**src/rtl/sram_responder.sv**
```systemverilog
// ============================================================================
// sram_responder
// ----------------------------------------------------------------------------
// Memory-side responder for the MEM stage of the pipeline. A 32-bit word read
// or write request is serviced against an external 16-bit asynchronous SRAM
// as two halfword accesses: the low half first, then the high half. Each
// halfword access (phase) lasts PHASE_CYCLES clock cycles. The top level
// freezes the pipeline while ready is low.
//
// Parameters
//   BASE_ADDR    : byte address that maps to SRAM halfword 0 (word 0)
//   SRAM_ADDR_W  : SRAM halfword address width
//   PHASE_CYCLES : clock cycles per halfword access (2..15)
//
// Ports
//   clk          : system clock, rising-edge
//   rst          : synchronous reset, active-low
//   mem_r_en     : read request from the MEM stage
//   mem_w_en     : write request from the MEM stage (wins over read)
//   address      : byte address of the request
//   write_data   : store value
//   read_data    : loaded word, valid in DONE after a read, held otherwise
//   ready        : combinational; 1 in DONE or in IDLE with no request
//   sram_addr    : SRAM halfword address
//   sram_dq_out  : write data towards the SRAM pins
//   sram_dq_in   : read data from the SRAM pins
//   sram_dq_oe   : 1 = drive sram_dq_out onto the data bus
//   sram_we_n    : SRAM write strobe, active-low
//
// Optional feature (macro SRAM_RESPONDER_STATS_EN)
//   rd_count     : number of completed reads, wraps at 16 bits
//   wr_count     : number of completed writes, wraps at 16 bits
// ============================================================================
module sram_responder #(
    parameter logic [31:0] BASE_ADDR    = 32'd1024,
    parameter int          SRAM_ADDR_W  = 18,
    parameter int          PHASE_CYCLES = 2
) (
    input  logic                   clk,
    input  logic                   rst,
    input  logic                   mem_r_en,
    input  logic                   mem_w_en,
    input  logic [31:0]            address,
    input  logic [31:0]            write_data,
    output logic [31:0]            read_data,
    output logic                   ready,
    output logic [SRAM_ADDR_W-1:0] sram_addr,
    output logic [15:0]            sram_dq_out,
    input  logic [15:0]            sram_dq_in,
    output logic                   sram_dq_oe,
    output logic                   sram_we_n
`ifdef SRAM_RESPONDER_STATS_EN
    ,
    output logic [15:0]            rd_count,
    output logic [15:0]            wr_count
`endif
);

    // Four bits cover the whole legal PHASE_CYCLES range of 2..15.
    localparam int             CNT_W    = 4;
    localparam logic [CNT_W-1:0] CNT_LAST = CNT_W'(PHASE_CYCLES - 1);

    typedef enum logic [2:0] {
        IDLE  = 3'd0,
        RD_LO = 3'd1,
        RD_HI = 3'd2,
        WR_LO = 3'd3,
        WR_HI = 3'd4,
        DONE  = 3'd5
    } state_t;

    state_t                 state_q, state_d;
    logic [CNT_W-1:0]       cnt_q, cnt_d;
    logic [SRAM_ADDR_W-1:0] addr_q, addr_d;
    logic [31:0]            data_q, data_d;
    logic [31:0]            read_data_q, read_data_d;
    logic [SRAM_ADDR_W-1:0] sram_addr_q, sram_addr_d;
    logic [15:0]            sram_dq_out_q, sram_dq_out_d;
    logic                   sram_dq_oe_q, sram_dq_oe_d;
    logic                   sram_we_n_q, sram_we_n_d;

    logic [31:0]            off;
    logic [SRAM_ADDR_W-1:0] req_lo;
    logic                   cnt_last;

    // Halfword address of the low half: {off[31:2], 1'b0}, truncated so that
    // out-of-range addresses simply alias. Byte offset bits are dropped.
    assign off      = address - BASE_ADDR;
    assign req_lo   = SRAM_ADDR_W'((off >> 1) & 32'hFFFF_FFFE);
    assign cnt_last = (cnt_q == CNT_LAST);

    // Next-state logic: accept and latch a request in IDLE, then walk through
    // the low and high phases. Read data is sampled from the bus on the last
    // cycle of each read phase, when the SRAM output has had the full phase
    // to settle.
    always_comb begin
        state_d     = state_q;
        cnt_d       = cnt_q;
        addr_d      = addr_q;
        data_d      = data_q;
        read_data_d = read_data_q;

        case (state_q)
            IDLE: begin
                if (mem_w_en) begin
                    state_d = WR_LO;
                    cnt_d   = '0;
                    addr_d  = req_lo;
                    data_d  = write_data;
                end else if (mem_r_en) begin
                    state_d = RD_LO;
                    cnt_d   = '0;
                    addr_d  = req_lo;
                end
            end
            RD_LO, WR_LO: begin
                if (cnt_last) begin
                    state_d = (state_q == RD_LO) ? RD_HI : WR_HI;
                    cnt_d   = '0;
                    if (state_q == RD_LO) begin
                        read_data_d[15:0] = sram_dq_in;
                    end
                end else begin
                    cnt_d = cnt_q + 1'b1;
                end
            end
            RD_HI, WR_HI: begin
                if (cnt_last) begin
                    state_d = DONE;
                    cnt_d   = '0;
                    if (state_q == RD_HI) begin
                        read_data_d[31:16] = sram_dq_in;
                    end
                end else begin
                    cnt_d = cnt_q + 1'b1;
                end
            end
            DONE: begin
                state_d = IDLE;
                cnt_d   = '0;
            end
            default: begin
                state_d = IDLE;
                cnt_d   = '0;
            end
        endcase
    end

    // Pin outputs are registered, so they are computed from the state and
    // counter the FSM is about to enter. That keeps the address and data
    // stable for the whole phase and releases the write strobe on the final
    // cycle of each write phase to give the SRAM a data hold cycle.
    always_comb begin
        sram_addr_d   = sram_addr_q;
        sram_dq_out_d = sram_dq_out_q;
        sram_dq_oe_d  = 1'b0;
        sram_we_n_d   = 1'b1;

        case (state_d)
            RD_LO: begin
                sram_addr_d = addr_d;
            end
            RD_HI: begin
                sram_addr_d = addr_d | SRAM_ADDR_W'(1);
            end
            WR_LO: begin
                sram_addr_d   = addr_d;
                sram_dq_out_d = data_d[15:0];
                sram_dq_oe_d  = 1'b1;
                sram_we_n_d   = (cnt_d == CNT_LAST);
            end
            WR_HI: begin
                sram_addr_d   = addr_d | SRAM_ADDR_W'(1);
                sram_dq_out_d = data_d[31:16];
                sram_dq_oe_d  = 1'b1;
                sram_we_n_d   = (cnt_d == CNT_LAST);
            end
            default: begin
            end
        endcase
    end

    // State and output registers. Reset wins even in the middle of an
    // access; a partially written word is tolerated.
    always_ff @(posedge clk) begin
        if (!rst) begin
            state_q       <= IDLE;
            cnt_q         <= '0;
            addr_q        <= '0;
            data_q        <= '0;
            read_data_q   <= '0;
            sram_addr_q   <= '0;
            sram_dq_out_q <= '0;
            sram_dq_oe_q  <= 1'b0;
            sram_we_n_q   <= 1'b1;
        end else begin
            state_q       <= state_d;
            cnt_q         <= cnt_d;
            addr_q        <= addr_d;
            data_q        <= data_d;
            read_data_q   <= read_data_d;
            sram_addr_q   <= sram_addr_d;
            sram_dq_out_q <= sram_dq_out_d;
            sram_dq_oe_q  <= sram_dq_oe_d;
            sram_we_n_q   <= sram_we_n_d;
        end
    end

    // ready is combinational so the pipeline freezes in the same cycle a
    // request shows up in IDLE.
    assign ready = (state_q == DONE) ||
                   ((state_q == IDLE) && !mem_r_en && !mem_w_en);

    assign read_data   = read_data_q;
    assign sram_addr   = sram_addr_q;
    assign sram_dq_out = sram_dq_out_q;
    assign sram_dq_oe  = sram_dq_oe_q;
    assign sram_we_n   = sram_we_n_q;

`ifdef SRAM_RESPONDER_STATS_EN
    logic [15:0] rd_count_q, rd_count_d;
    logic [15:0] wr_count_q, wr_count_d;

    // Transactions are counted on the step into DONE. A simultaneous
    // read+write request took the write path, so it only bumps wr_count.
    always_comb begin
        rd_count_d = rd_count_q;
        wr_count_d = wr_count_q;
        if ((state_q == RD_HI) && cnt_last) begin
            rd_count_d = rd_count_q + 16'd1;
        end
        if ((state_q == WR_HI) && cnt_last) begin
            wr_count_d = wr_count_q + 16'd1;
        end
    end

    always_ff @(posedge clk) begin
        if (!rst) begin
            rd_count_q <= '0;
            wr_count_q <= '0;
        end else begin
            rd_count_q <= rd_count_d;
            wr_count_q <= wr_count_d;
        end
    end

    assign rd_count = rd_count_q;
    assign wr_count = wr_count_q;
`endif

endmodule

```
**config.mk**
```make
export PLATFORM = sky130hd
export DESIGN_NAME = sram_responder
export DESIGN_NICKNAME = d
export VERILOG_FILES = /design/src/rtl/sram_responder.sv
export SDC_FILE = /design/constraint.sdc
export NUM_CORES = 1
export LEC_CHECK = 0
export CAP_MARGIN = 10
export CELL_PAD_IN_SITES_DETAIL_PLACEMENT = 0
export CELL_PAD_IN_SITES_GLOBAL_PLACEMENT = 2
export CORE_MARGIN = 4
export CORE_UTILIZATION = 26
export CTS_CLUSTER_SIZE = 40
export DETAILED_ROUTE_END_ITERATION = 8
export GPL_ROUTABILITY_DRIVEN = 0
export PLACE_DENSITY = 0.89
export SYNTH_ARGS = -nofsm -noshare
export SYNTH_HDL_FRONTEND = slang
export SYNTH_SLANG_ARGS = --single-unit
```
**constraint.sdc**
```tcl
create_clock -name clk -period 2.99 [get_ports clk]
set_clock_uncertainty 0.1 [all_clocks]
set_input_delay 0.299 -clock clk [delete_from_list [all_inputs] [get_ports clk]]
set_output_delay 0.299 -clock clk [all_outputs]
set_load 0.02 [all_outputs]
```
* Word-level counts from Yosys, hierarchy flattened
Cells that the tools add are included. W data, S select, Z words.
Storage, ports and cells: logic and storage cells 58, bits in registers 125, input port bits 84
Operators by class: add/sub/neg operators 2, multiplexer cells 18, reduce and logical (&&, ||, !) cells 17, equal/unequal tests 11
Operators with widths (count):
- $mux W32 | 2
- $mux W18 | 3
- $pmux W18 S2 | 1
- $pmux W16 S2 | 1
- $sub A19 B11 Y19 const B | 1
- $mux W3 | 5
- $eq A3 B2 Y1 const B | 4
- $mux W4 | 3
- $reduce_or A2 Y1 | 5
- $eq A3 B3 Y1 const B | 3
- $pmux W3 S3 | 1
- $eq A4 B1 Y1 const B | 2
- $pmux W4 S2 | 1
- $eq A3 B1 Y1 const B | 2
- $reduce_and A3 Y1 | 2
- $add A4 B1 Y4 const B | 1
- $reduce_bool A2 Y1 | 2
- $reduce_or A4 Y1 | 1
- $logic_not A3 Y1 | 1
- $logic_and A1 B1 Y1 | 2
- $logic_not A1 Y1 | 2
- $reduce_and A2 Y1 | 1
- $logic_or A1 B1 Y1 | 1
- $mux W1 | 1

* Depth between registers and ports, before layout
Gate-level depths: netlist of run 1.
depth after elaboration 7, gate-level depth with buffers 10, gate-level depth less buffers 7

* Worst setup path after synthesis of run 1
Ideal clock, no wire load.
path type register to register, from reg cnt_q[0], to reg sram_addr_q[2] (netlist: sram_addr[2]), arrival 2.163 ns, slack 0.587 ns, library setup time 0.140 ns, data required time 2.750 ns, stages on the path, launching flop included 10, clock period less this slack 2.403 ns, path through dfxtp_1 ha_1 or3b_1 buf_6 and3_4 or4_4 buf_6 buf_6 nor2_1 a211oi_2
On the way: longest elaborated chain between the ends 6, elaborated cells on any way between the ends 11, those cells by class eq/ne: 5; mux: 3; reduce/logical: 3
Ends and longest elaborated chain:
- start, declared | line 73 | logic [CNT_W-1:0] cnt_q, cnt_d;
- start signal, assigned | line 198 | cnt_q <= cnt_d;
- $eq A4 B1 Y1 * | line 90 | assign cnt_last = (cnt_q == CNT_LAST);
- $mux W3 (on tied branches) | line 128, 117
- $pmux W3 S3 * | line 103 | case (state_q)
- $eq A3 B2 Y1 (tied with other cells) | line 159 | case (state_d)
- $reduce_or A2 Y1 (no line)
- $reduce_bool A2 Y1 (no line) *
- end signal, assigned | line 202 | sram_addr_q <= sram_addr_d;
- end, declared | line 77 | logic [SRAM_ADDR_W-1:0] sram_addr_q, sram_addr_d;
Mark *: on every way between the ends. The rest lies on a longest branch, timed or not. A chain may end at the register's enable or synchronous reset.

* Worst setup path after layout of run 1
from reg state_q[2], to out ready
On the way: longest elaborated chain between the ends 4, elaborated cells on any way between the ends 5, those cells by class eq/ne: 1; reduce/logical: 4
Ends and longest elaborated chain:
- start, declared | line 72 | state_t state_q, state_d;
- start signal, assigned | line 197 | state_q <= state_d;
- $logic_not A3 Y1 | line 212 | ((state_q == IDLE) && !mem_r_en && !mem_w_en);
- $logic_and A1 B1 Y1 (2 in a row) | line 212
- $logic_or A1 B1 Y1 * | line 211 | assign ready = (state_q == DONE) ||
- end, declared | line 46 | output logic ready,
Marked as above.

==> impl_results.md, run 1 <==
* Status: completed
* Worst-Margin Slew at 0.717 ns
* Pwr dens at 778 nW/µm²
* Antenna-violating nets left at 0
* Total track usage at 13.3%
* Antenna violations before repair at 0
* Vias post-DR at 4,450
* Total gr overflow at 0
* Post-CTS Setup Repair Bufs at 0
* CTS tree: done
* Clock root buffer: clkbuf_16
* First-pass GRT wire length at 23,200 µm
* Crit path DAT at 2.13 ns
* Worst VDD drop at 0.000385 V
* Syn nets at 683
* Initial drt markers at 191
* Max FO, Critical Path at 18
* Critical path startpoint category: flop
* Area grow syn2layout at 44.0%
* Finish-stage setup viols at 0
* H-tree Lvls at 4
* Die area at 21,500 µm²
* CP required at 2.59 ns
* Syn Area/Cell at 8.37 µm²
* Critical Path End Type: output pin
* Num CTS Buffers at 17
* Top Ports at 153
* Yosys top cell by area: dfxtp_1
* Pwr Total at 5.59 mW
* # diodes at 0
* Number of synthesized flops with an enable pin at 0
* Clk sinks at 125
* Die height at 147 µm
* Hold Path Class: reg -> reg
* Most frequent cells in the layout: nand2_1 (180), clkdlybuf4s50_1 (137), dfxtp_1 (125), a21oi_1 (73), nor2_1 (35)
* Post-Syn Instances at 596
* Yosys warns at 0
* Synth area leaders: dfxtp_1 (50%), nand2_1 (14%), a21oi_1 (7.3%), a221o_1 (3.2%), mux2i_1 (2.8%)
* Die Span X at 147 µm
* FP Rows at 50
* Final Critical Period at 2.53 ns
* Syn Std Cell Area at 4990 µm²
* Fraction of layout cells with a size suffix above 1 at 8.70%
* Crit path kind: reg -> out
* Clock Pin Slew Worst Setup and Hold Paths at 0.06 ns
* Max Freq at 0.395 GHz
* Total of max-cap violations at 0
* # DRC at 0
* Synth cell types at 45
* Max-Slew Margin vs Limit at 52.2%
* Synthesized flop and latch total at 125
* Largest net degree at the start of global routing at 114
* Most common cell after layout, fill and taps aside: nand2_1
* Post_cts resized at 0
* Vias per inst at 4.59
* Asr flop ratio synth at 0%
* Leak at 2.64 nW
* Port buffer count at 137
* Crit share post-route at 84.6%
* Nets@finish at 810
* First-pass DRT Iterations at 5
* Main synth FF type: dfxtp_1
* Setup TNS at 0 ns
* Unrepaired setup endpoints after global routing: false
* Clk_lat worst skew at 0.41 ns
* Sequential area share after synthesis at 50.2%
* Vias in the first global route at 4,326
* Fin. Hold Viols at 0
* Hold buffers post-CTS at 0
* Detailed Place HPWL at 9280 µm
* Share of the synthesized area in the top cell type at 50.2%
* Slew Viols, Final at 0
* Routed WL per cell at 14.6 µm
* Total wire length at 14,200 µm
* Filler Cell Count at 1,937
* Core area at 18,800 µm²
* Initial Utilization at 26.6%
* Clk buf depth at 2
## path summary, 6_finish.rpt
check	start	endpoint	slack, ns	cells past startpoint
worst max register to register	cnt_q[0]	sram_addr[14]	0.48	6
worst max-delay path	state_q[2]	ready	0.46	4
worst min-delay path	read_data[5]	read_data[5]	0.35	2
worst min register to register	read_data[5]	read_data[5]	0.35	2
## logic make-up after synthesis
kind of cell / Yosys count / synth area share (%)
AOI/OAI and AO/OA: 146 / 19.4
muxes: 15 / 3.04
adders and majority gates: 3 / 0.753
and+or+nand+nor: 254 / 21.4
xor gates and xnor gates: 5 / 0.878
DFF: 125 / 50.2
buffers and inverters: 48 / 4.34
## through the flow
stage	area (µm²)	utilization (%)	hold WS, ns	instances	setup slack [ns]
detailed placement	6600	35.1	0.347	938	0.464
CTS	7180	38.3	0.334	970	0.419
floorplan	4990	-	0.335	596	0.587
finish	7180	38.3	0.352	970	0.461
global placement	6600	35.1	0.342	938	0.486
global route	7180	38.3	0.354	970	0.266
## layer usage
metal  vias up  share of wire (%)  global-route usage, %  wire length, µm
li1       2303                  -                      -                -
met1      2026                 47                   17.1             6720
met2       111                 44                   20.5             6270
met3        10                7.4                   5.80             1050
met4         0                1.0                   3.67              147
met5         -                  0                      0                0
## cell usage after synthesis (2+ instances only)
| master | number |
|---|---|
| nand3b_1 | 2 |
| buf_2 | 5 |
| nand2b_1 | 3 |
| a21oi_1 | 73 |
| xnor2_1 | 5 |
| nor3_1 | 6 |
| nor2_1 | 35 |
| nand2_1 | 180 |
| a221o_1 | 16 |
| clkbuf_1 | 32 |
| buf_6 | 4 |
| or3_1 | 3 |
| and2_1 | 6 |
| mux2i_1 | 14 |
| a211oi_2 | 8 |
| o22ai_1 | 4 |
| buf_1 | 2 |
| inv_1 | 5 |
| a31oi_1 | 2 |
| and3_1 | 3 |
| nand3_1 | 4 |
| o21ai_0 | 14 |
| nor3b_1 | 3 |
| a21o_1 | 2 |
| nor4_1 | 2 |
| ha_1 | 3 |
| o21a_1 | 2 |
| a211oi_1 | 17 |
| dfxtp_1 | 125 |
## cell type report
type	instances	area [µm²]	share of cell area [%]
flip-flops and latches	125	2500	34.8
multi-input cells	423	2290	31.9
repair buffers	151	1490	20.7
clock buffers	19	443	6.17
well taps	234	293	4.08
clock inverters	13	143	1.99
inverters	5	21.3	0.296
## sequential cells by signal, indices dropped and copies added, names as in the netlist
signal / count
sram_dq_out: 16
state_q: 3
sram_dq_oe: 1
sram_we_n: 1
data_q: 32
read_data: 32
cnt_q: 4
sram_addr: 18
addr_q: 18
## where the power goes
group | internal (mW) | leakage (nW) | switching (mW)
Clock | 1.25 | 0.272 | 0.778
Sequential | 1.91 | 1.02 | 0.143
Combinational | 0.662 | 1.35 | 0.841
Total | 3.83 | 2.64 | 1.76
## critical path, stage by stage, from the launching register on
cell             delay (ns)
dfxtp_1                0.49
nor3_1                 0.32
nand2_1                0.14
o21ai_0                0.13
clkdlybuf4s50_1        0.64
(Power assumes the default switching activity.)
==> run 2, diff against run 1 <==
==> constraint.sdc (replaced) <==
create_clock -name clk -period 2.6 [get_ports clk]
set_clock_uncertainty 0.1 [all_clocks]
set_input_delay 0.26 -clock clk [delete_from_list [all_inputs] [get_ports clk]]
set_output_delay 0.26 -clock clk [all_outputs]
set_load 0.02 [all_outputs]
==> impl_results.md, run 2 (synthesis gave the netlist of run 1 again) <==
* Most frequent cells in the layout: nand2_1 (180), clkdlybuf4s50_1 (136), dfxtp_1 (125), a21oi_1 (73), nor2_1 (35)
* Pwr dens at 923 nW/µm²
* Cells along the critical path: inv_1, ha_1, or3b_1, and3_4, or4_4, buf_12, nor2_1, a211oi_2
* Max-Slew Margin vs Limit at 53.7%
* Initial drt markers at 217
* Most common cell after layout, fill and taps aside: nand2_1
* Critical path's slowest cell: or4_4
* Vias post-DR at 4,450
* Die Span X at 147 µm
* Sequential cell area at 2500 µm²
* Nets@finish at 819
* # diodes at 0
* Critical Path End Type: flop
* Num CTS Buffers at 17
* Crit path kind: reg -> reg
* Vias per inst at 4.55
* Critical path startpoint category: flop
* Met2 WL post-DR at 6310 µm
* Finish-stage setup viols at 0
* Leak at 2.76 nW
* Hold Path Class: in -> reg
* Crit share post-route at 91.5%
* First-pass GRT wire length at 22,900 µm
* Area grow syn2layout at 47.5%
* Crit path DAT at 2.55 ns
* Die area at 21,500 µm²
* Clock Pin Slew Worst Setup and Hold Paths at 0.06 ns
* Final Critical Period at 2.38 ns
* Clk sinks at 125
* Fin. Hold Viols at 0
* Clock root buffer: clkbuf_16
* Setup WS pre-CTS at 0.222 ns
* Worst VDD drop at 0.000584 V
* Met3 wire len at 1020 µm
* Slew Viols, Final at 0
* Fraction of layout cells with a size suffix above 1 at 9.80%
* Top Ports at 153
* # DRC at 0
* CTS tree: done
* Total gr overflow at 0
* Post-CTS Setup Repair Bufs at 0
* Total track usage at 13.1%
* Detailed Place HPWL at 9540 µm
* Crit-path max cell delay at 0.62 ns
* Routed WL per cell at 14.4 µm
* Final WS setup at 0.222 ns
* Top Layer Used: met4
* Clk buf depth at 2
* Port buffer count at 137
* FP Rows at 50
* Core area at 18,800 µm²
* Clk_lat worst skew at 0.41 ns
* H-tree Lvls at 4
* Worst Path Buf+Inv at 2
* Vias in the first global route at 4,353
* Multi-input gate area at 2290 µm²
* Unrepaired setup endpoints after global routing: false
* Worst-Margin Slew at 0.695 ns
* Setup TNS at 0 ns
* Crit path max-delay family: simple AND/OR/NAND/NOR gates
* Met1 WL at 6700 µm
* Max Freq at 0.420 GHz
* Initial Utilization at 26.6%
* Filler Cell Count at 1,891
* First-pass DRT Iterations at 4
* Antenna-violating nets left at 0
* CP required at 2.77 ns
* Die height at 147 µm
* Total wire length at 14,100 µm
* Largest net degree at the start of global routing at 65
* Status: completed
* Total of max-cap violations at 0
* Antenna violations before repair at 0
* Max FO, Critical Path at 20
## run 2: worst min-delay path, stage by stage
cell	delay, ns
clkdlybuf4s50_1	0.40
nand2_1	0.07
a21oi_1	0.06
## run 2: what timing repair did
action / 4_1_cts / 5_1_grt
hold buffers: 0 / 0
endpoints found under the setup margin: 0 / 1
resized for setup: 0 / 1
## run 2: area by class of cell
cell class	count	area share, %
clock buffers	19	6.02
clock inverters	13	2.89
inverters	5	0.289
multi-input cells	423	31.1
flip-flops and latches	125	34.0
well taps	234	3.98
repair buffers	160	21.7
## run 2: layer usage
layer,vias up,global-route usage [%]
met1,2007,16.6
li1,2326,-
met2,111,20.6
met3,6,5.40
met4,0,3.43
met5,-,0
## run 2: power by group
| group | internal (mW) | leakage, nW | switching (mW) |
|---|---|---|---|
| clock network | 1.73 | 0.310 | 0.884 |
| logic | 0.822 | 1.43 | 0.997 |
| registers | 2.20 | 1.02 | 0.150 |
## run 2: final timing paths
path	from	to	slack [ns]	cells past startpoint
worst max-delay path	cnt_q[1]	sram_addr[6]	0.22	8
worst min-delay path	write_data[28]	data_q[28]	0.33	3
worst max register to register	cnt_q[1]	sram_addr[6]	0.22	8
worst min register to register	read_data[16]	read_data[16]	0.35	2
## run 2: stage by stage
step | instance area, µm² | hold slack (ns) | power [mW] | instances | util (%)
after floorplan | 4990 | 0.296 | 3.47 | 596 | -
after global placement | 6700 | 0.342 | 4.22 | 947 | 35.7
after detailed placement | 6700 | 0.346 | 4.23 | 947 | 35.7
after CTS | 7360 | 0.311 | 6.90 | 979 | 39.2
after global routing | 7360 | 0.322 | 7.17 | 979 | 39.2
final | 7360 | 0.331 | 6.79 | 979 | 39.2
==> run 3, diff against run 2 <==
--- a/config.mk
+++ b/config.mk
@@ -5,11 +5,12 @@
 export SDC_FILE = /design/constraint.sdc
 export NUM_CORES = 1
 export LEC_CHECK = 0
+export ABC_AREA = 1
 export CAP_MARGIN = 10
 export CELL_PAD_IN_SITES_DETAIL_PLACEMENT = 0
 export CELL_PAD_IN_SITES_GLOBAL_PLACEMENT = 2
 export CORE_MARGIN = 4
-export CORE_UTILIZATION = 26
+export CORE_UTILIZATION = 25
 export CTS_CLUSTER_SIZE = 40
 export DETAILED_ROUTE_END_ITERATION = 8
 export GPL_ROUTABILITY_DRIVEN = 0
==> impl_results.md, run 3 <==
* Crit share post-route at 83.5%
* Sequential area share after synthesis at 48.0%
* Setup TNS at 0 ns
* Antenna-violating nets left at 0
* # diodes at 0
* Detailed Place HPWL at 10,200 µm
* Synthesized flop and latch total at 125
* R2r worst-path depth at 10
* Largest net degree at the start of global routing at 53
* P_sw at 2.53 mW
* Final Critical Period at 2.17 ns
* Worst Hold Depth at 3
* Setup WS pre-CTS at 0.132 ns
* Area grow syn2layout at 44.6%
* Core area at 20,400 µm²
* Asr flop ratio synth at 0%
* Most frequent cells in the layout: nor2_1 (194), nand2_1 (135), clkdlybuf4s50_1 (135), dfxtp_1 (125), inv_1 (53)
* Clock power frac at 35.6%
* Clock root buffer: clkbuf_16
* Crit path kind: reg -> reg
* Pwr Total at 7.73 mW
* Hold buffers post-CTS at 0
* Main combinational cell family by area after synthesis: simple AND/OR/NAND/NOR gates
* Yosys top cell by area: dfxtp_1
* CP required at 2.77 ns
* Syn nets at 810
* Initial Utilization at 25.6%
* Post-CTS Setup Repair Bufs at 0
* Simple-gate share of the synthesized area at 32.2%
* Hold Path Class: in -> reg
* Syn Area/Cell at 7.20 µm²
* CTS tree: done
* Synth area leaders: dfxtp_1 (48%), nor2_1 (14%), nand2_1 (9.7%), o21ai_0 (4.9%), inv_1 (3.8%)
* Comb power frac at 32.3%
* Main synth FF type: dfxtp_1
* Worst VDD drop at 0.000497 V
* Internal power at 5.21 mW
* Critical Path End Type: flop
* Most common cell after layout, fill and taps aside: nor2_1
* Clk_lat worst skew at 0.41 ns
* Initial drt markers at 233
* Most numerous cell in the Yosys netlist: nor2_1
* Share of the synthesized area in the top cell type at 48.0%
* Port buffer count at 137
* Fin. Hold Viols at 0
* Nets@finish at 942
* Syn Std Cell Area at 5210 µm²
* Switching part of the total at 32.7%
* Hold_sp: rst
* Clk sinks at 125
* Reg power frac at 32.1%
* Total wire length at 14,800 µm
* Worst-Margin Slew at 0.645 ns
* Crit. Startpoint: cnt_q[0]
* Total gr overflow at 0
* FP Rows at 52
* Top Ports at 153
* Leak at 3.23 nW
* Max FO, Critical Path at 16
* Number of synthesized flops with an enable pin at 0
* Mux cell area share after synthesis at 1.73%
* Fraction of layout cells with a size suffix above 1 at 8.64%
* Status: completed
* Final WS setup at 0.430 ns
* Unrepaired setup endpoints after global routing: false
* Post-Synth XOR/XNOR Area at 0.168%
* First-pass GRT wire length at 23,700 µm
* Finish-stage setup viols at 0
* First-pass DRT Iterations at 4
* Vias post-DR at 4,709
* Max Freq at 0.461 GHz
* Total track usage at 12.6%
* Clk buf depth at 2
* Crit path DAT at 2.34 ns
* Synth Area in Adders at 0.721%
* Vias per inst at 4.14
* Post-Syn Instances at 723
* Routed WL per cell at 13.0 µm
* Die Span X at 152 µm
* Yosys warns at 0
* Total of max-cap violations at 0
* Slew Viols, Final at 0
* Max-Slew Margin vs Limit at 56.9%
* Die height at 152 µm
* Num CTS Buffers at 17
* H-tree Lvls at 4
* Vias in the first global route at 4,444
* Synth cell count leaders: nor2_1 (194), nand2_1 (135), dfxtp_1 (125)
* Post_cts resized at 0
* Antenna violations before repair at 0
* Synth cell types at 33
* Critical path startpoint category: flop
* Compound-Gate Fraction of Synth Area at 9.49%
* Die area at 23,200 µm²
* Pwr dens at 1030 nW/µm²
* # DRC at 0
* Clock Pin Slew Worst Setup and Hold Paths at 0.06 ns
* RR Startpoint: cnt_q[0]
## run 3: cell types whose count changed in the layout (fill, tap and decap cells not counted), moves of 10 or more
cell,previous run,this run
o21ai_1,0,12
a221o_1,16,0
a21oi_1,73,18
o21ai_0,14,51
nand2_1,180,135
buf_4,19,9
nand3_1,4,35
a211oi_1,17,0
or2_2,0,12
nor2_1,35,194
inv_1,4,53
## run 3: logic make-up (layout without fill, tap and decap cells)
| family | count (synthesis) | count (layout) |
|---|---|---|
| AOI/OAI and AO/OA | 93 | 93 |
| xor gates and xnor gates | 1 | 1 |
| adders and majority gates | 3 | 3 |
| buffers and inverters | 92 | 237 |
| DFF | 125 | 125 |
| muxes | 9 | 9 |
| and+or+nand+nor | 400 | 400 |
## run 3: metrics by stage
step	utilization [%]	instances	hold WS [ns]	instance area, µm²
final	37.0	1138	0.288	7530
after global routing	37.0	1138	0.322	7530
after CTS	37.0	1138	0.292	7530
after detailed placement	33.6	1106	0.338	6840
after global placement	33.6	1106	0.333	6840
after floorplan	-	723	0.295	5210
## run 3: per-layer routing
layer	wire, µm	global-route usage (%)	vias to the layer above
li1	-	-	2523
met1	6980	16.6	2092
met2	6950	20.1	80
met3	594	3.49	14
met4	233	3.98	0
met5	0	0	-
## run 3: worst max-delay path, stage by stage, from the launching register on
cell     delay, ns
dfxtp_1       0.43
ha_1          0.23
nand2_1       0.16
nand2_1       0.09
nand2_1       0.05
nand2_1       0.10
nand3_2       0.22
nand2_2       0.41
nor2_1        0.07
nor2_1        0.11
nor2_1        0.04
## run 3: final timing paths
kind	endpoint	slack [ns]
worst max-delay path	sram_dq_out[6]	0.43
worst max register to register	sram_dq_out[6]	0.43
worst min-delay path	addr_q[2]	0.29
worst min register to register	addr_q[0]	0.34
## run 3: power by group through the flow
stage	registers (mW)	clock network, mW	logic, mW
6_report	2.48	2.75	2.50
5_1_grt	2.53	2.92	2.80
4_1_cts	2.49	2.83	2.55
3_5_place_dp	2.53	0	2.54
3_3_place_gp	2.52	0	2.54
2_1_floorplan	2.77	0	1.40
## run 3: area by class of cell
type / instances / area, µm²
Sequential cell: 125 / 2500
Multi-Input combinational cell: 506 / 2310
Timing Repair Buffer: 148 / 1480
Clock inverter: 10 / 208
Tap cell: 270 / 338
Fill cell: 2189 / 12800
Inverter: 57 / 214
Clock buffer: 22 / 484
